[config.mk]
export PLATFORM = sky130hd
export DESIGN_NAME = sca_blk_seq_flat
export DESIGN_NICKNAME = d
export VERILOG_FILES = /design/src/rtl/sca_blk_pkg.sv /design/src/rtl/sca_blk_if.sv /design/src/rtl/sca_adr_fifo.sv /design/src/rtl/sca_blk_seq.sv /design/src/flat_wrapper.sv
export SDC_FILE = /design/constraint.sdc
export NUM_CORES = 1
export LEC_CHECK = 0
export BUFFER_PORTS_ARGS = -buffer_cell sky130_fd_sc_hd__buf_2
export CAP_MARGIN = 10
export CELL_PAD_IN_SITES_DETAIL_PLACEMENT = 1
export CELL_PAD_IN_SITES_GLOBAL_PLACEMENT = 1
export CORE_MARGIN = 8
export CORE_UTILIZATION = 54
export CTS_CLUSTER_DIAMETER = 60
export DETAILED_ROUTE_END_ITERATION = 10
export PLACE_DENSITY_LB_ADDON = 0.2
export SLEW_MARGIN = 20
export SYNTH_ARGS = -nofsm -noshare
export SYNTH_HDL_FRONTEND = slang
export SYNTH_SLANG_ARGS = --single-unit
[constraint.sdc]
create_clock -name CLK -period 7.2 [get_ports CLK]
set_input_delay 0 -clock CLK [delete_from_list [all_inputs] [get_ports CLK]]
set_output_delay 0 -clock CLK [all_outputs]
set_load 0.01 [all_outputs]
[src/rtl/sca_blk_pkg.sv]
// SCA block-allocation sequencer.
// Shared widths, depths and one-hot state codes.
package sca_blk_pkg;

  localparam int ADR_W        = 4;
  localparam int FIFO_DEPTH   = 16;
  localparam int CNT_W        = 5;
  localparam int INIT_CYC_DEF = 18;
  localparam int ST_W         = 6;

  typedef logic [ADR_W-1:0] adr_t;

  typedef enum int {
    B_INIT = 0,
    B_IDLE = 1,
    B_SEL  = 2,
    B_CHK  = 3,
    B_REL  = 4,
    B_HOLD = 5
  } st_bit_e;

  localparam logic [ST_W-1:0] ST_INIT = 6'b000001;
  localparam logic [ST_W-1:0] ST_IDLE = 6'b000010;
  localparam logic [ST_W-1:0] ST_SEL  = 6'b000100;
  localparam logic [ST_W-1:0] ST_CHK  = 6'b001000;
  localparam logic [ST_W-1:0] ST_REL  = 6'b010000;
  localparam logic [ST_W-1:0] ST_HOLD = 6'b100000;

endpackage

[src/rtl/sca_blk_if.sv]
// SCA sequencer bundle: requester handshake plus
// the block-allocation manager select/write bus.
interface sca_blk_if;
  import sca_blk_pkg::*;

  logic             ALLOC_REQ;
  logic             REL_REQ;
  logic             ALLOC_ACK;
  logic             ALLOC_FAIL;
  adr_t             ALLOC_ADR;
  logic             REL_ACK;
  logic             REL_ERR;
  adr_t             REL_ADR;
  logic             BUSY;
  logic [CNT_W-1:0] OCC_CNT;
  logic             NBSEL;
  logic             WRENA;
  logic             SELA;
  adr_t             BADR;
  adr_t             RDADR;
  adr_t             NADR;
  logic             SCAFULL;

  modport master (
    input  ALLOC_REQ, REL_REQ,
    input  NADR, SCAFULL,
    output ALLOC_ACK, ALLOC_FAIL, ALLOC_ADR,
    output REL_ACK, REL_ERR, REL_ADR,
    output BUSY, OCC_CNT,
    output NBSEL, WRENA, SELA, BADR, RDADR
  );

  modport slave (
    output ALLOC_REQ, REL_REQ,
    output NADR, SCAFULL,
    input  ALLOC_ACK, ALLOC_FAIL, ALLOC_ADR,
    input  REL_ACK, REL_ERR, REL_ADR,
    input  BUSY, OCC_CNT,
    input  NBSEL, WRENA, SELA, BADR, RDADR
  );

endinterface

[src/rtl/sca_adr_fifo.sv]
// In-order occupancy FIFO of granted block addresses.
// Pointers carry an extra wrap bit so count spans 0..16.
module sca_adr_fifo import sca_blk_pkg::*; #(
  parameter bit TMR = 1'b0
) (
  input  logic             clk,
  input  logic             rst_n,
  input  logic             push,
  input  logic             pop,
  input  adr_t             din,
  output adr_t             head,
  output logic [CNT_W-1:0] count
);

  localparam int NR = TMR ? 3 : 1;
  localparam int IB = TMR ? 1 : 0;
  localparam int IC = TMR ? 2 : 0;

  logic [CNT_W-1:0] wp_q [NR];
  logic [CNT_W-1:0] rp_q [NR];
  logic [CNT_W-1:0] wp;
  logic [CNT_W-1:0] rp;
  adr_t             mem  [FIFO_DEPTH];

  // majority vote collapses to copy 0 without TMR
  assign wp = (wp_q[0] & wp_q[IB]) |
              (wp_q[0] & wp_q[IC]) |
              (wp_q[IB] & wp_q[IC]);
  assign rp = (rp_q[0] & rp_q[IB]) |
              (rp_q[0] & rp_q[IC]) |
              (rp_q[IB] & rp_q[IC]);

  always_ff @(posedge clk or negedge rst_n) begin
    if (!rst_n) begin
      for (int i = 0; i < NR; i++) begin
        wp_q[i] <= '0;
        rp_q[i] <= '0;
      end
    end else begin
      for (int i = 0; i < NR; i++) begin
        wp_q[i] <= push ? wp + 1'b1 : wp;
        rp_q[i] <= pop  ? rp + 1'b1 : rp;
      end
    end
  end

  always_ff @(posedge clk) begin
    if (push) mem[wp[ADR_W-1:0]] <= din;
  end

  assign head  = mem[rp[ADR_W-1:0]];
  assign count = wp - rp;

endmodule

[src/rtl/sca_blk_seq.sv]
// Allocation/release sequencer for the SCA free-block manager.
// Grants blocks via NBSEL/WRENA cycles and releases them oldest-first.
module sca_blk_seq import sca_blk_pkg::*; #(
  parameter bit   TMR       = 1'b0,
  parameter int   INIT_CYC  = INIT_CYC_DEF,
  parameter adr_t START_ADR = 4'h0
) (
  input  logic      CLK,
  input  logic      RST_N,
  sca_blk_if.master bus
);

  localparam int NR = TMR ? 3 : 1;
  localparam int IB = TMR ? 1 : 0;
  localparam int IC = TMR ? 2 : 0;

  logic [ST_W-1:0]  st_q [NR];
  logic [ST_W-1:0]  st;
  logic [ST_W-1:0]  st_d;
  adr_t             rd_q [NR];
  adr_t             rd;
  adr_t             aadr_q;
  adr_t             radr_q;
  logic [7:0]       icnt;
  adr_t             head;
  logic [CNT_W-1:0] cnt;
  logic             full;
  logic             empty;
  logic             in_chk;
  logic             in_rel;
  logic             a_ok;
  logic             r_ok;

  assign st = (st_q[0] & st_q[IB]) |
              (st_q[0] & st_q[IC]) |
              (st_q[IB] & st_q[IC]);
  assign rd = (rd_q[0] & rd_q[IB]) |
              (rd_q[0] & rd_q[IC]) |
              (rd_q[IB] & rd_q[IC]);

  // release wins arbitration so space is freed first
  always_comb begin
    st_d = st;
    unique case (1'b1)
      st[B_INIT]: begin
        if (icnt == 8'(INIT_CYC - 1)) st_d = ST_IDLE;
      end
      st[B_IDLE]: begin
        if (bus.REL_REQ)        st_d = ST_REL;
        else if (bus.ALLOC_REQ) st_d = ST_SEL;
      end
      st[B_SEL]:  st_d = ST_CHK;
      st[B_CHK]:  st_d = ST_HOLD;
      st[B_REL]:  st_d = ST_HOLD;
      st[B_HOLD]: st_d = ST_IDLE;
      default:    st_d = ST_INIT;
    endcase
  end

  assign full   = cnt == CNT_W'(FIFO_DEPTH);
  assign empty  = cnt == '0;
  assign in_chk = st[B_CHK];
  assign in_rel = st[B_REL];
  assign a_ok   = in_chk && !bus.SCAFULL && !full;
  assign r_ok   = in_rel && !empty;

  always_ff @(posedge CLK or negedge RST_N) begin
    if (!RST_N) begin
      for (int i = 0; i < NR; i++) begin
        st_q[i] <= ST_INIT;
        rd_q[i] <= START_ADR;
      end
      icnt   <= '0;
      aadr_q <= '0;
      radr_q <= '0;
    end else begin
      for (int i = 0; i < NR; i++) begin
        st_q[i] <= st_d;
        rd_q[i] <= a_ok ? bus.NADR : rd;
      end
      if (st[B_INIT]) icnt <= icnt + 1'b1;
      if (a_ok) aadr_q <= bus.NADR;
      if (r_ok) radr_q <= head;
    end
  end

  sca_adr_fifo #(
    .TMR (TMR)
  ) u_fifo (
    .clk   (CLK),
    .rst_n (RST_N),
    .push  (a_ok),
    .pop   (r_ok),
    .din   (bus.NADR),
    .head  (head),
    .count (cnt)
  );

  assign bus.ALLOC_ACK  = a_ok;
  assign bus.ALLOC_FAIL = in_chk && !a_ok;
  assign bus.ALLOC_ADR  = a_ok ? bus.NADR : aadr_q;
  assign bus.REL_ACK    = r_ok;
  assign bus.REL_ERR    = in_rel && empty;
  assign bus.REL_ADR    = r_ok ? head : radr_q;
  assign bus.BUSY       = !st[B_IDLE];
  assign bus.OCC_CNT    = cnt;
  assign bus.NBSEL      = st[B_SEL];
  assign bus.WRENA      = a_ok || r_ok;
  assign bus.SELA       = a_ok;
  assign bus.BADR       = a_ok ? bus.NADR :
                          r_ok ? head : '0;
  assign bus.RDADR      = rd;

endmodule
[src/flat_wrapper.sv]
// flat-port wrapper written by rule: the top's interface ports become plain ports
module sca_blk_seq_flat import sca_blk_pkg::*;
#(
  parameter bit   TMR       = 1'b0,
  parameter int   INIT_CYC  = INIT_CYC_DEF,
  parameter adr_t START_ADR = 4'h0
)
  (CLK, RST_N, bus_ALLOC_REQ, bus_REL_REQ, bus_NADR, bus_SCAFULL, bus_ALLOC_ACK, bus_ALLOC_FAIL, bus_ALLOC_ADR, bus_REL_ACK, bus_REL_ERR, bus_REL_ADR, bus_BUSY, bus_OCC_CNT, bus_NBSEL, bus_WRENA, bus_SELA, bus_BADR, bus_RDADR);
  sca_blk_if bus_i ();
  input  logic CLK;
  input  logic RST_N;
  input wire logic [$bits(bus_i.ALLOC_REQ)-1:0] bus_ALLOC_REQ;
  input wire logic [$bits(bus_i.REL_REQ)-1:0] bus_REL_REQ;
  input wire logic [$bits(bus_i.NADR)-1:0] bus_NADR;
  input wire logic [$bits(bus_i.SCAFULL)-1:0] bus_SCAFULL;
  output wire logic [$bits(bus_i.ALLOC_ACK)-1:0] bus_ALLOC_ACK;
  output wire logic [$bits(bus_i.ALLOC_FAIL)-1:0] bus_ALLOC_FAIL;
  output wire logic [$bits(bus_i.ALLOC_ADR)-1:0] bus_ALLOC_ADR;
  output wire logic [$bits(bus_i.REL_ACK)-1:0] bus_REL_ACK;
  output wire logic [$bits(bus_i.REL_ERR)-1:0] bus_REL_ERR;
  output wire logic [$bits(bus_i.REL_ADR)-1:0] bus_REL_ADR;
  output wire logic [$bits(bus_i.BUSY)-1:0] bus_BUSY;
  output wire logic [$bits(bus_i.OCC_CNT)-1:0] bus_OCC_CNT;
  output wire logic [$bits(bus_i.NBSEL)-1:0] bus_NBSEL;
  output wire logic [$bits(bus_i.WRENA)-1:0] bus_WRENA;
  output wire logic [$bits(bus_i.SELA)-1:0] bus_SELA;
  output wire logic [$bits(bus_i.BADR)-1:0] bus_BADR;
  output wire logic [$bits(bus_i.RDADR)-1:0] bus_RDADR;
  assign bus_i.ALLOC_REQ = bus_ALLOC_REQ;
  assign bus_i.REL_REQ = bus_REL_REQ;
  assign bus_i.NADR = bus_NADR;
  assign bus_i.SCAFULL = bus_SCAFULL;
  assign bus_ALLOC_ACK = bus_i.ALLOC_ACK;
  assign bus_ALLOC_FAIL = bus_i.ALLOC_FAIL;
  assign bus_ALLOC_ADR = bus_i.ALLOC_ADR;
  assign bus_REL_ACK = bus_i.REL_ACK;
  assign bus_REL_ERR = bus_i.REL_ERR;
  assign bus_REL_ADR = bus_i.REL_ADR;
  assign bus_BUSY = bus_i.BUSY;
  assign bus_OCC_CNT = bus_i.OCC_CNT;
  assign bus_NBSEL = bus_i.NBSEL;
  assign bus_WRENA = bus_i.WRENA;
  assign bus_SELA = bus_i.SELA;
  assign bus_BADR = bus_i.BADR;
  assign bus_RDADR = bus_i.RDADR;
  sca_blk_seq #(.TMR(TMR), .INIT_CYC(INIT_CYC), .START_ADR(START_ADR)) u_core (.CLK(CLK), .RST_N(RST_N), .bus(bus_i));
endmodule
==> metrics.cfg, run 1 <==
[worst_setup_path]
arrival_ns = 3.57
r2r-start = u_core.u_fifo.rp_q[1]
start_kind = flip-flop
path_max_fanout = 21
rrSetupSlack_ns = 4.01
crit_type = flip-flop to output pin
endpoint_kind = output pin
worstPathRequired_ns = 7.20
r2r_cells = 6
r2r-end = u_core.u_fifo.mem[10][0]

[global_route]
met3_usage_pct = 3.569
grt_usage_pct = 18.23
gr-usage-met1_pct = 23.94
overflow = 0
busiest_layer = met2
use_met2_pct = 29.49
grt_max_degree = 37
grt_pass1_wl_mm = 15.63
grt_pass1_vias = 2803
antenna_found_initial = 0

[route]
drc = 0
dr.pass1.iters = 4
wl_per_cell_um = 22.21
drtIter0Drc = 111
num_vias = 2446
totalWireLength_mm = 9.504
vias_per_cell = 5.715
ant_nets = 0

[run]
max_cap_violations = 0

[synth]
netlist_area_mm2 = 0.004402
yosysTopAreaCell = edfxtp_1
synth_commonest_cells = edfxtp_1, dfrtp_1, and3_1, mux4_2, nand2_1
synth-seq-area-share_pct = 64.16
syn-instance-count = 277
synth.most_common_cell = edfxtp_1
avgSynthCellArea_um2 = 15.89
synth-seq-cells = 100
ys.flop_type = edfxtp_1
ys_async_sr_fraction_pct = 36.00
synth.top_cell.area_share_pct = 43.66
synth_fp_nets = 298
synth-edff-count = 64
synth.distinct_cells = 47
ys_warn_count = 0
synthTopCellsByArea = edfxtp_1, dfrtp_1, mux4_2, ha_1, mux2_4

[hold_path]
hold_start = bus_SCAFULL
hold_path_end = u_core.u_fifo.wp_q[3]
holdPathStages = 4
hold_class = input port to flip-flop

[sta]
finalClockSkew_ns = 0.01013
rsz0062_at_grt = no
setup_tns_ns = 0
drv_slew = 0
hold_violations = 0
tightest_slew_ns = 0.9325
maxSlewHeadroom_pct = 37.83
finalSetupViolations = 0
finalCritPeriodShare_pct = 49.60
max_freq_mhz = 280.0
timing.final.ws_setup_ns = 3.629
fin_crit_ns = 3.571

[cts]
cts.path.max_buffers = 2
worst_skew_pair.late_latency_ns = 0.36
cts-resized-gates = 0
cts_root_buf = clkbuf_8
htree_levels = 3
hold_buffers = 4
clkTransAtPathRegs_ns = 0.09
cts_made_buffers = 9
post-cts-setup-buffers = 0
cts.sinks = 100
cts_tree = yes

[floorplanning]
fp.dieH_um = 106.3
die_w_um = 106.3
dieArea_mm2 = 0.01130
core_mm2 = 0.008051
start_util_pct = 54.67
std_cell_rows = 33
ios = 38

[power_and_ir_drop]
p_leak_nw = 1.978
ir_drop_uv = 254.0
powerDensity_mw_per_mm2 = 400.3

[outcome]
status = completed

[cells_and_area]
drive_gt1_share_pct = 27.55
stdcell_count = 428
n_antenna_cell = 0
syn2layout_area_growth_pct = 11.06
nets = 339

[placed_design]
dp_cells = 408
place_ws_ns = 3.993
hpwlAfterDp_mm = 6.797
gp_congestion = 0.7814
port_buffers = 37

[cell type report]
class / instances / area, µm²
fill: 753 / 3163
sequential: 100 / 2824
multi-input combinational: 153 / 1461
timing repair buffer: 42 / 232.7
clock buffer: 11 / 131.4
tap: 105 / 131.4
clock inverter: 5 / 62.56
inverter: 12 / 45.04
[cells by family (layout without fill, tap and decap cells)]
group	after synthesis	count (layout)	share of synthesized area (%)
multiplexers	31	31	12.76
AND/OR/NAND/NOR	66	66	8.329
buffers and inverters	24	70	2.643
AO/OA/AOI/OAI	25	25	4.576
adder cells (fa/ha/maj)	12	12	3.582
flip-flops	100	100	64.16
XOR/XNOR	19	19	3.951
[flip-flops by register name (all words and copies together), names as in the netlist]
register,flops
u_core.radr_q,4
u_core.u_fifo.rp_q,5
u_core.u_fifo.wp_q,5
u_core.u_fifo.mem,64
u_core.st_q,6
u_core.aadr_q,4
u_core.rd_q,4
u_core.icnt,8
[worst max path at each step]
stage                                     start                  endpoint
after CTS                 u_core.u_fifo.rp_q[1]            bus_REL_ADR[1]
after global routing      u_core.u_fifo.rp_q[1]            bus_REL_ADR[1]
final                     u_core.u_fifo.rp_q[1]            bus_REL_ADR[1]
after global placement    u_core.u_fifo.rp_q[1]            bus_REL_ADR[1]
after detailed placement  u_core.u_fifo.rp_q[1]   u_core.u_fifo.mem[1][3]
after floorplan           u_core.u_fifo.rp_q[1]  u_core.u_fifo.mem[11][0]
[report_power, final]
group	total (mW)	switching, mW	internal (mW)
Combinational	0.794	0.433	0.361
Sequential	0.812	0.110	0.702
Clock	0.351	0.189	0.162
[worst max-delay path: stages (launching register included)]
cell and delay (ns):
dfrtp_1 0.74, fa_1 0.60, nand2b_1 0.16, a21oi_1 0.21, xor2_2 0.31, inv_2 0.11
o21ai_2 0.51, mux2_2 0.41, buf_2 0.14
[metrics by stage]
step	hold slack, ns	power (mW)	util [%]	area [µm²]
4_1_cts	0.02662	1.979	60.71	4888
5_1_grt	0.05953	2.083	60.71	4888
3_3_place_gp	0.1275	1.589	57.81	4654
6_report	0.04397	1.957	60.71	4888
2_1_floorplan	-0.2956	1.353	-	4402
3_5_place_dp	0.1356	1.621	57.81	4654
[cell usage in the layout, fill, tap and decap left out, drive strengths merged, types with 3 or more instances in the layout]
master,instances
dfrtp,35
nor2,8
inv,12
o2bb2ai,4
xor2,7
edfxtp,64
o211ai,4
a22oi,8
xnor2,12
and2,4
ha,11
nor2b,7
clkbuf,11
nand2,14
and3,16
nand3,3
mux2,14
nand4,4
mux4,16
dlygate4sd3,4
buf,38
[per-layer routing]
layer,vias up,part of all wire (%),routed length (µm)
met5,-,0,0
met2,58,50,4705
met1,1252,45,4275
met4,0,1.6,149
li1,1123,-,-
met3,13,3.9,373
No activity file was read; power rests on OpenSTA's default activity.
==> inputs of run 2 (changes only) <==
ABC_AREA = 1   (was not set)
CORE_UTILIZATION = 46   (was 54)
clock period = 3.61 ns   (was 7.2 ns; I/O delays follow)
==> metrics.cfg, run 2 <==
[placed_design]
port_buffers = 37  ; unchanged
gp_congestion = 0.7668  ; -1.9%
hpwlAfterDp_mm = 7.901  ; +16%

[route]
drtIter0Drc = 166  ; +50%
drc = 0  ; unchanged
ant_nets = 0  ; unchanged
num_vias = 3202  ; +31%
dr.pass1.iters = 5  ; +1
wl_per_cell_um = 17.08  ; -23%
totalWireLength_mm = 11.00  ; +16%
vias_per_cell = 4.972  ; -13%

[power_and_ir_drop]
ir_drop_uv = 637.6  ; +150%
p_leak_nw = 2.307  ; +17%
powerDensity_mw_per_mm2 = 764.8  ; +91%
total_power_mw = 3.885  ; +99%

[sta]
fin_hold_ws_ns = 0.05234  ; +0.008373 ns
finalClockSkew_ns = 0.01131  ; +0.001177 ns
maxSlewHeadroom_pct = 43.26  ; +5.4 points
tightest_slew_ns = 0.8511  ; -0.08144 ns
drv_slew = 0  ; unchanged
max_freq_mhz = 316.0
rsz0062_at_grt = no
setup_tns_ns = 0  ; unchanged
fin_crit_ns = 3.165
finalSetupViolations = 0  ; unchanged
finalCritPeriodShare_pct = 87.67
hold_violations = 0  ; unchanged

[synth]
yosysTopAreaCell = edfxtp_1
ys.flop_type = edfxtp_1
synth-edff-count = 64  ; unchanged
synth-seq-cells = 100  ; unchanged
synth_fp_nets = 485  ; +63%
synth_commonest_cells = nand2_1, edfxtp_1, nand3_1
syn-instance-count = 464  ; +68%
avgSynthCellArea_um2 = 9.826  ; -38%
synth.distinct_cells = 28  ; -40%
synth.top_cell.area_share_pct = 42.15  ; -1.5 points
synth.most_common_cell = nand2_1
ys_async_sr_fraction_pct = 36.00  ; unchanged
ys_warn_count = 0  ; unchanged
synth-seq-area-share_pct = 61.94  ; -2.2 points
netlist_area_mm2 = 0.004559  ; +3.6%
synthTopCellsByArea = edfxtp_1, dfrtp_1, nand2_1, nand3_1, ha_1

[worst_setup_path]
r2r-start = u_core.u_fifo.rp_q[1]
crit_family = simple AND/OR/NAND/NOR gates
r2r-end = u_core.u_fifo.mem[2][2]
crit_start = u_core.u_fifo.rp_q[1]
cpMaxStageDelayCell = dfrtp_1
arrival_ns = 3.16  ; -0.41 ns
endpoint_kind = output pin
crit_end = bus_ALLOC_ADR[0]
start_kind = flip-flop
crit_cells = 11  ; +3
crit_buf_inv = 2  ; unchanged
crit_type = flip-flop to output pin
rrSetupSlack_ns = 0.59  ; -3.42 ns
crit_top_cell = nand2_1
critPathMaxStageDelay_ns = 0.69  ; -0.05 ns
worstPathRequired_ns = 3.61  ; -3.59 ns
r2r_cells = 7  ; +1
path_max_fanout = 27  ; +29%
crit_chain = fa_1 > nand3b_1 > nand2_1 > nand2_1 > nand2_1 > nand3_2 > nand2_2 > inv_2 > nand2_1 > nand2_1 > buf_2

[cts]
cts.sinks = 100  ; unchanged
htree_levels = 3  ; unchanged
cts_root_buf = clkbuf_8
post-cts-setup-buffers = 0  ; unchanged
cts_tree = yes
cts.path.max_buffers = 2  ; unchanged
cts_made_buffers = 9  ; unchanged
worst_skew_pair.late_latency_ns = 0.36  ; about the same
clkTransAtPathRegs_ns = 0.10  ; about the same

[hold_path]
hold_class = input port to flip-flop

[run]
max_cap_violations = 0  ; unchanged

[cells_and_area]
final_cell_mix = nand2_1, edfxtp_1, nand3_1
layout_commonest_cell = nand2_1
n_antenna_cell = 0  ; unchanged
syn2layout_area_growth_pct = 11.42
drive_gt1_share_pct = 13.89  ; -14 points
largest_reg_flops = 64  ; unchanged
nets = 527  ; +55%

[floorplanning]
fp.dieH_um = 115.6  ; +8.7%
std_cell_rows = 36  ; +9.1%
ios = 38  ; unchanged
dieArea_mm2 = 0.01335  ; +18%
die_w_um = 115.6  ; +8.7%
core_mm2 = 0.009684  ; +20%
start_util_pct = 47.08  ; -7.6 points

[global_route]
grt_pass1_wl_mm = 18.22  ; +17%
grt_pass1_vias = 3564  ; +27%
grt_usage_pct = 18.05  ; -0.18 points
grt_max_degree = 37  ; unchanged
overflow = 0  ; unchanged
antenna_found_initial = 0  ; unchanged

[outcome]
status = completed

## run 2: cell families after synthesis
family	after synthesis	synth area share, %
xor+xnor	14	2.689
compound gates	13	1.509
buf+inv	56	5.653
flops	100	61.94
fa+ha+maj	12	3.458
simple gates	269	24.75
## run 2: how the worst min path moves through the flow
stage,end,from,depth (start not counted),slack [ns]
final,u_core.u_fifo.mem[6][0],bus_NADR[0],1,0.05
after global placement,u_core.radr_q[1],RST_N,1,0.15
after detailed placement,u_core.radr_q[1],RST_N,1,0.15
after floorplan,u_core.aadr_q[0],RST_N,0,-0.30
after global routing,u_core.u_fifo.mem[6][0],bus_NADR[0],1,0.04
after CTS,u_core.u_fifo.mem[6][0],bus_NADR[0],1,0.04
## run 2: timing repair
action,4_1_cts,5_1_grt
hold buffers,4,0
hold endpoints to repair,38,0
gates resized for setup,0,0
## run 2: cell type report
type	count	area, µm²
fillers	1133	4604
clock buffers	11	141.4
inverters	36	135.1
well taps	133	166.4
repair buffers	51	300.3
clock inverters	5	35.03
flip-flops and latches	100	2824
multi-input cells	308	1478
## run 2: stage by stage
step,instances,cell area [µm²],utilization (%),setup WS (ns)
global route,644,5080,52.45,0.1400
global placement,624,4863,50.22,0.7630
CTS,644,5080,52.45,0.3959
floorplan,464,4559,-,1.036
finish,644,5080,52.45,0.4452
detailed placement,624,4863,50.22,0.5830
## run 2: power by group
group,total (mW),internal [mW],switching [mW]
Sequential,1.54,1.38,0.159
Clock,0.650,0.272,0.378
Combinational,1.69,0.584,1.11
Total,3.89,2.24,1.64
## run 2: per-layer routing
layer | GRT usage (%) | vias to the layer above | part of all wire (%)
li1 | - | 1591 | -
met4 | 5.517 | 0 | 0.55
met1 | 22.05 | 1556 | 45
met5 | 0 | - | 0
met2 | 31.78 | 51 | 51
met3 | 3.075 | 4 | 2.9
==> inputs of run 3 (changes only) <==
CORE_ASPECT_RATIO = 1.25   (was not set)
CORE_UTILIZATION = 40   (was 46)
==> metrics.cfg, run 3 (synthesis results as in run 2) <==
[outcome]
status = completed

[power_and_ir_drop]
internal-power_mw = 2.551  ; +14%
power.switching_mw = 1.719  ; +4.5%
p_seq_share_pct = 35.7  ; -4.0 points
switching_share_pct = 40.26  ; -2.1 points
ir_drop_uv = 544.8  ; -15%
p_clk_share_pct = 23.1  ; +6.4 points
combinationalPowerShare_pct = 41.2  ; -2.3 points
p_leak_nw = 2.334  ; +1.2%
powerDensity_mw_per_mm2 = 825.7  ; +8.0%

[worst_setup_path]
crit_type = flip-flop to output pin
path_max_fanout = 29  ; +7.4%
worstPathRequired_ns = 3.61  ; about the same
start_kind = flip-flop
crit_top_cell = nand2_1
crit_family = simple AND/OR/NAND/NOR gates
cpMaxStageDelayCell = nand2_2
arrival_ns = 3.15  ; about the same
critPathMaxStageDelay_ns = 0.49  ; -0.20 ns
endpoint_kind = output pin
crit_buf_inv = 3  ; +1
crit_chain = inv_1 > ha_1 > fa_1 > nand3b_1 > nand2_1 > nand2_1 > nand2_1 > nand3_2 > nand2_2 > inv_2 > nand2_1 > nand2_1 > buf_2

[route]
drtIter0Drc = 68  ; -59%
drc = 0  ; unchanged
vias_per_cell = 5.142  ; +3.4%
ant_nets = 0  ; unchanged
num_vias = 3296  ; +2.9%
dr.pass1.iters = 4  ; -1
totalWireLength_mm = 11.66  ; +6.0%
wl_per_cell_um = 18.19  ; +6.4%

[sta]
maxSlewHeadroom_pct = 44.31  ; +1.0 points
max_freq_mhz = 317.7  ; +0.54%
tightest_slew_ns = 0.8354  ; -0.01574 ns
rsz0062_at_grt = no
fin_crit_ns = 3.148  ; -0.01686 ns
finalClockSkew_ns = 0.006559  ; -0.004749 ns
finalCritPeriodShare_pct = 87.20  ; -0.47 points
setup_tns_ns = 0  ; unchanged
finalSetupViolations = 0  ; unchanged
drv_slew = 0  ; unchanged
hold_violations = 0  ; unchanged

[floorplanning]
start_util_pct = 41.14  ; -5.9 points
die_w_um = 111.5  ; -3.5%
core_mm2 = 0.01108  ; +14%
fp.dieH_um = 135.4  ; +17%
ios = 38  ; unchanged
std_cell_rows = 43  ; +19%
dieArea_mm2 = 0.01509  ; +13%

[cells_and_area]
syn2layout_area_growth_pct = 13.42
drive_gt1_share_pct = 13.04  ; -0.85 points
final_cell_area_mm2 = 0.005171  ; +1.8%
stdcell_count = 641  ; -0.47%
nets = 522  ; -0.95%
n_antenna_cell = 0  ; unchanged
post-route-util_pct = 46.66  ; -5.8 points
layout_commonest_cell = nand2_1
largest_reg_flops = 64  ; unchanged
fillers = 1296  ; +14%
final_cell_mix = nand2_1, edfxtp_1, nand3_1

[cts]
worst_skew_pair.late_latency_ns = 0.35  ; about the same
cts-resized-gates = 0  ; unchanged
cts.sinks = 100  ; unchanged
cts_tree = yes
cts_root_buf = clkbuf_16
htree_levels = 3  ; unchanged
cts_made_buffers = 9  ; unchanged
cts.path.max_buffers = 2  ; unchanged
clkTransAtPathRegs_ns = 0.07  ; -0.03 ns

[run]
max_cap_violations = 0  ; unchanged

[global_route]
grt_max_degree = 37  ; unchanged
grt_usage_pct = 16.06  ; -2.0 points
grt_pass1_vias = 3649  ; +2.4%
overflow = 0  ; unchanged
antenna_found_initial = 0  ; unchanged
grt_pass1_wl_mm = 18.63  ; +2.3%

[placed_design]
placed_area_mm2 = 0.004836  ; -0.57%
hpwlAfterDp_mm = 8.259  ; +4.5%
gp_congestion = 0.7680  ; +0.16%
port_buffers = 37  ; unchanged
dp_cells = 622  ; -0.32%

[hold_path]
hold_class = input port to flip-flop

## run 3: power by group through the flow
stage	logic, mW	clock network (mW)	registers, mW
floorplan	1.19	0	1.51
global route	2.01	1.04	1.55
detailed placement	1.79	0	1.55
finish	1.76	0.986	1.53
global placement	1.75	0	1.54
CTS	1.81	1.00	1.53
## run 3: layout make-up
cell class,instances,area [µm²],area share (%)
Tap cell,135,168.9,3.266
Sequential cell,100,2824,54.61
Timing Repair Buffer,46,260.3,5.033
Clock buffer,12,257.7,4.984
Multi-Input combinational cell,308,1478,28.57
Clock inverter,4,47.55,0.9194
Inverter,36,135.1,2.613
## run 3: worst paths after layout
check / startpoint / endpoint / slack [ns] / depth (start not counted)
setup reg to reg: u_core.u_fifo.wp_q[0] / u_core.u_fifo.mem[13][2] / 0.69 / 9
min in group asynchronous: RST_N / u_core.icnt[6] / 0.28 / 2
setup / recovery: u_core.u_fifo.wp_q[0] / bus_ALLOC_ADR[0] / 0.46 / 13
hold / removal: bus_ALLOC_REQ / u_core.st_q[1] / 0.02 / 4
hold reg to reg: u_core.st_q[2] / u_core.st_q[3] / 0.45 / 0
max in group asynchronous: RST_N / u_core.radr_q[1] / 2.80 / 2
## run 3: per-layer routing
| metal | routed length, µm | GRT usage (%) | part of all wire, % |
|---|---|---|---|
| met1 | 4700 | 17.12 | 40 |
| met2 | 6215 | 28.83 | 53 |
| met3 | 396 | 3.590 | 3.4 |
| met4 | 346 | 8.983 | 3.0 |
| met5 | 0 | 0 | 0 |
## run 3: stage by stage
step / hold WS (ns) / total power [mW] / setup slack (ns)
detailed placement: 0.1505 / 3.340 / 0.6470
CTS: 0.005079 / 4.337 / 0.3791
floorplan: -0.2956 / 2.707 / 1.036
finish: 0.02230 / 4.270 / 0.4620
global route: 0.07261 / 4.593 / 0.1695
global placement: 0.1486 / 3.292 / 0.7522
## run 3: what timing repair did
| item | in CTS | in global routing |
|---|---|---|
| setup endpoints to repair | 0 | 0 |
| endpoints found under the hold margin | 37 | 0 |
| setup buffers | 0 | 0 |
| hold buffers | 3 | 0 |
## run 3: worst register-to-register path, delay by kind of cell, from the launching register on
kind,cells,cell delay (ns)
fa+ha+maj,2,0.63
flops,1,0.39
simple gates,6,1.42
buf+inv,1,0.11
